==> src/rtl/seg_scan_ctrl.sv <==
// Four-digit multiplexed 7-segment scan controller with a small {dp, nibble} register file.
// Each slot is BLANK (all digits off), then LATCH (decode captured), then SHOW (one digit lit).
module seg_scan_ctrl #(
  parameter int PRESCALE = 1000,
  parameter int BLANK    = 4
) (
  input  logic       clk,
  input  logic       rst_n,
  input  logic       ena,
  input  logic       wr_valid,
  output logic       wr_ready,
  input  logic [1:0] wr_idx,
  input  logic [3:0] wr_nibble,
  input  logic       wr_dp,
  output logic [6:0] segments,
  output logic       dp,
  output logic [3:0] digit_en,
  output logic       frame_done,
  output logic [1:0] dbg_state
);

  typedef enum logic [1:0] {
    ST_BLANK = 2'd0,
    ST_LATCH = 2'd1,
    ST_SHOW  = 2'd2
  } state_e;

  localparam int CW = (PRESCALE > 1) ? $clog2(PRESCALE) : 1;
  localparam logic [CW-1:0] BLANK_LAST = CW'(BLANK - 1);
  localparam logic [CW-1:0] SLOT_LAST  = CW'(PRESCALE - 1);

  state_e        state_q, state_d;
  logic [CW-1:0] cnt_q, cnt_d;
  logic [1:0]    idx_q, idx_d;
  logic          frame_q, frame_d;
  logic          latch_en;
  logic [6:0]    seg_q;
  logic          dp_q;
  logic [3:0]    rf_nib_q [4];
  logic          rf_dp_q  [4];
  logic          wr_fire;

  function automatic logic [6:0] hex7(input logic [3:0] n);
    logic [6:0] s;
    case (n)
      4'h0: s = 7'h3F;
      4'h1: s = 7'h06;
      4'h2: s = 7'h5B;
      4'h3: s = 7'h4F;
      4'h4: s = 7'h66;
      4'h5: s = 7'h6D;
      4'h6: s = 7'h7D;
      4'h7: s = 7'h07;
      4'h8: s = 7'h7F;
      4'h9: s = 7'h6F;
      4'hA: s = 7'h77;
      4'hB: s = 7'h7C;
      4'hC: s = 7'h39;
      4'hD: s = 7'h5E;
      4'hE: s = 7'h79;
      default: s = 7'h71;
    endcase
    return s;
  endfunction

  // Handshake: a write transfers on a rising edge where wr_valid && wr_ready.
  // wr_ready drops only in LATCH so the entry being decoded can never be torn.
  assign wr_ready = (state_q != ST_LATCH);
  assign wr_fire  = wr_valid && wr_ready;

  always_comb begin
    state_d  = state_q;
    cnt_d    = cnt_q;
    idx_d    = idx_q;
    frame_d  = 1'b0;
    latch_en = 1'b0;
    if (!ena) begin
      state_d = ST_BLANK;
      cnt_d   = '0;
    end else begin
      case (state_q)
        ST_BLANK: begin
          cnt_d = cnt_q + 1'b1;
          if (cnt_q == BLANK_LAST) state_d = ST_LATCH;
        end
        ST_LATCH: begin
          cnt_d    = cnt_q + 1'b1;
          state_d  = ST_SHOW;
          latch_en = 1'b1;
        end
        ST_SHOW: begin
          if (cnt_q == SLOT_LAST) begin
            state_d = ST_BLANK;
            cnt_d   = '0;
            idx_d   = idx_q + 2'd1;
            frame_d = (idx_q == 2'd3);
          end else begin
            cnt_d = cnt_q + 1'b1;
          end
        end
        default: begin
          state_d = ST_BLANK;
          cnt_d   = '0;
        end
      endcase
    end
  end

  always_ff @(posedge clk) begin
    if (!rst_n) begin
      state_q <= ST_BLANK;
      cnt_q   <= '0;
      idx_q   <= '0;
      frame_q <= 1'b0;
    end else begin
      state_q <= state_d;
      cnt_q   <= cnt_d;
      idx_q   <= idx_d;
      frame_q <= frame_d;
    end
  end

  always_ff @(posedge clk) begin
    if (!rst_n) begin
      for (int i = 0; i < 4; i++) begin
        rf_nib_q[i] <= '0;
        rf_dp_q[i]  <= 1'b0;
      end
    end else if (wr_fire) begin
      rf_nib_q[wr_idx] <= wr_nibble;
      rf_dp_q[wr_idx]  <= wr_dp;
    end
  end

  // Segment pattern is frozen for the whole SHOW phase; later writes wait for the next LATCH.
  always_ff @(posedge clk) begin
    if (!rst_n) begin
      seg_q <= '0;
      dp_q  <= 1'b0;
    end else if (latch_en) begin
      seg_q <= hex7(rf_nib_q[idx_q]);
      dp_q  <= rf_dp_q[idx_q];
    end
  end

  assign segments   = seg_q;
  assign dp         = dp_q;
  assign digit_en   = (state_q == ST_SHOW) ? (4'b0001 << idx_q) : 4'b0000;
  assign frame_done = frame_q;
  assign dbg_state  = state_q;

endmodule

==> config.mk <==
export PLATFORM = sky130hd
export DESIGN_NAME = seg_scan_ctrl
export DESIGN_NICKNAME = d
export VERILOG_FILES = /design/src/rtl/seg_scan_ctrl.sv
export SDC_FILE = /design/constraint.sdc
export NUM_CORES = 1
export LEC_CHECK = 0
export BUFFER_PORTS_ARGS = -buffer_cell sky130_fd_sc_hd__buf_4
export CORE_ASPECT_RATIO = 1.25
export CORE_UTILIZATION = 57
export DETAILED_ROUTE_END_ITERATION = 10
export PLACE_DENSITY = 0.83
export SYNTH_ARGS = -nofsm -noshare
export SYNTH_HDL_FRONTEND = slang
export SYNTH_SLANG_ARGS = --single-unit
export TNS_END_PERCENT = 10
==> constraint.sdc <==
create_clock -name clk -period 2.5 [get_ports clk]
set_input_delay 0.5 -clock clk [delete_from_list [all_inputs] [get_ports clk]]
set_output_delay 0.5 -clock clk [all_outputs]
set_load 0.03 [all_outputs]
==> flow_metrics.py <==
metrics = {
    "drt": {
        "drt_iter0_markers": 70,
        "finalWirelength_mm": 4.125,
        "ant_nets": 0,
        "wire_per_inst_um": 14.84,
        "vias_per_cell": 5.727,
        "route.vias.total": 1592,
        "drc": 1,
        "drtPass1Iterations": 7,
    },
    "timing": {
        "timing.final.crit_share": 0.8203,
        "relSlewSlack": 0.7284,
        "rsz0062_at_grt": "no",
        "tightestPinTransition_ns": 0.4063,
        "fin_tns_setup_ns": 0,
        "final_max_slew_viol_count": 0,
        "hold_viol_final": 0,
        "fin_crit_ns": 2.051,
        "timing.fmax_mhz": 487.6,
        "finalSetupViolCount": 0,
        "skew_ns": 0.007450,
    },
    "cts": {
        "clk_pin_slew_ns": 0.09,
        "clkSinkCount": 45,
        "cts_tree": "done",
        "cts_root_buf": "clkbuf_8",
        "clk_latency_ns": 0.30,
        "clockBufferDepth": 2,
        "cts_resized": 0,
        "htreeDepth": 2,
        "cts_setup_buffers": 0,
        "numCtsBuffers": 5,
        "cts_hold_buffers": 0,
    },
    "placed_design": {
        "hpwl_mm": 3.028,
        "place_congestion": 0.8586,
        "io_buffers": 26,
        "dp_cells": 270,
    },
    "worst_hold_path": {
        "hold_start": "cnt_q[0]$_SDFF_PN0_",
        "hold-path-endpoint": "cnt_q[0]$_SDFF_PN0_",
        "worstHoldPathType": "register to register",
        "hold_depth": 1,
    },
    "global_route": {
        "grt_pass1_vias": 1485,
        "antenna_found_initial": 0,
        "grt_use_total": 0.2144,
        "gr-total-overflow": 0,
        "grt_max_degree": 23,
        "grt_pass1_wl_mm": 6.589,
    },
    "critical_path": {
        "cp.required_ns": 2.75,
        "endpoint_kind": "register",
        "worstPathMaxFanout": 5,
        "r2r_slack_ns": 0.45,
        "worstReg2RegEnd": "segments[5]$_SDFFE_PN0P_",
        "path_class": "register to register",
        "reg2regPathDepth": 5,
        "worstPathArrival_ns": 2.30,
        "start_kind": "register",
    },
    "job": {
        "maxCapViolCount": 0,
    },
    "synthesis": {
        "syn-num-nets": 237,
        "synthArstFlopShare": 0,
        "yosysWarnings": 0,
        "yosysSeqAreaShare": 0.4828,
        "ys_types": 46,
        "ys_ff_latch": 45,
        "dominantRegCellSynth": "dfxtp_1",
        "syn_avg_cell_area_um2": 10.37,
        "synth_top_cell_by_area": "dfxtp_1",
        "syn_area_um2": 2218,
        "synth_area_leaders": "dfxtp_1 (25%), edfxtp_1 (23%), ha_1 (6.8%)",
        "synth_edf_count": 17,
        "netlist_instances": 214,
        "synth_top_area_frac": 0.2527,
    },
    "pwr": {
        "total_power_uw": 1419,
        "power.leakage_uw": 0.001031,
        "ir_worst_vdd_uv": 457.1,
        "p_per_area_nw_per_um2": 559.7,
    },
    "die": {
        "pin_count": 27,
        "die_w_um": 57.80,
        "coreArea_um2": 3754,
        "die_height_um": 71.75,
        "start_util": 0.5910,
        "num_rows": 25,
        "dieArea_um2": 4147,
    },
    "status": {
        "status": "finished, violations left",
        "violations": "design-rule violations",
    },
    "cells_and_area": {
        "final_nets": 260,
        "final_cell_mix": "dfxtp_1 (28), buf_4 (27), nor2_1 (24)",
        "diodes": 0,
        "syn2layout_area_growth_pct": 14.27,
        "final_common_cell": "dfxtp_1",
        "final_util": 0.6753,
        "drive_gt1_frac": 0.1723,
        "instances_no_fill": 278,
    },
}
routing by layer:
metal / routed length, um / vias up / global-route usage
li1: - / 798 / -
met5: 0 / - / 0
met3: 180 / 11 / 0.04332
met4: 112 / 0 / 0.1243
met2: 2152 / 44 / 0.3653
met1: 1679 / 739 / 0.2465
flip-flops by register name, indices dropped and copies added (netlist names), named ones only:
name	count
frame_done	1
dp	1
dbg_state	2
segments	7
rf_nib_q	16
rf_dp_q	4
cnt_q	10
idx_q	2
power breakdown:
part	internal (uW)	total (uW)	leakage, uW	switching, uW
combinational	34.1	85.5	0.000563	51.4
sequential	776	782	0.000409	5.69
clock	300	552	0.0000587	252
cells by family (layout without fill, tap and decap cells):
group	after synthesis	after routing	synth area share
AO/OA/AOI/OAI	21	21	0.06994
flip-flops	45	45	0.4828
adder cells (fa/ha/maj)	12	12	0.06768
multiplexers	12	12	0.08630
XOR/XNOR	9	9	0.03553
AND/OR/NAND/NOR	94	94	0.2183
buffers and inverters	21	45	0.03948
stage by stage:
stage,hold WS (ns),instance area (um^2),worst slack (ns)
after floorplan,0.4175,2218,0.4531
after global placement,0.4302,2421,0.4701
after detailed placement,0.4499,2421,0.3959
after CTS,0.4621,2535,0.4354
after global routing,0.4781,2535,0.2649
final,0.4572,2535,0.4493
final cells by class:
type,instances,area [um^2]
inverter,10,37.54
sequential,45,1071
timing repair buffer,27,202.7
multi-input combinational,148,1060
clock inverter,3,45.04
fill,307,1219
tap,40,50.05
clock buffer,5,68.82
critical path: stages, from the launching register on:
cell and delay, ns:
dfxtp_1 0.45, mux4_1 0.68, ha_1 0.26, mux2_4 0.28, a211oi_2 0.21, a31o_1 0.12
worst max-delay path by stage:
stage,start,endpoint,depth (start not counted)
floorplan,dbg_state[1]$_SDFFE_PN0P_,rf_nib_q[2][0]$_SDFFCE_PN0P_,4
global placement,rst_n,rf_nib_q[1][0]$_SDFFCE_PN0P_,4
detailed placement,rst_n,rf_nib_q[1][1]$_SDFFCE_PN0P_,4
CTS,register,segments[5]$_SDFFE_PN0P_,5
global route,register,segments[5]$_SDFFE_PN0P_,6
finish,register,segments[5]$_SDFFE_PN0P_,5
cell usage after synthesis, drive strengths merged (2+ instances only):
| master | number |
|---|---|
| dfxtp | 28 |
| nor2 | 24 |
| nand2 | 19 |
| edfxtp | 17 |
| ha | 12 |
| and2 | 11 |
| inv | 10 |
| clkbuf | 9 |
| nand3 | 7 |
| nor3 | 7 |
| mux2i | 6 |
| mux4 | 5 |
| o21ai | 5 |
| xnor2 | 5 |
| nand4 | 4 |
| nor2b | 4 |
| nor4 | 4 |
| xor2 | 4 |
| nand2b | 3 |
| a31o | 2 |
| and3b | 2 |
| and4 | 2 |
| buf | 2 |
| nor3b | 2 |
| o211ai | 2 |
No activity file was read; power rests on OpenSTA's default activity.
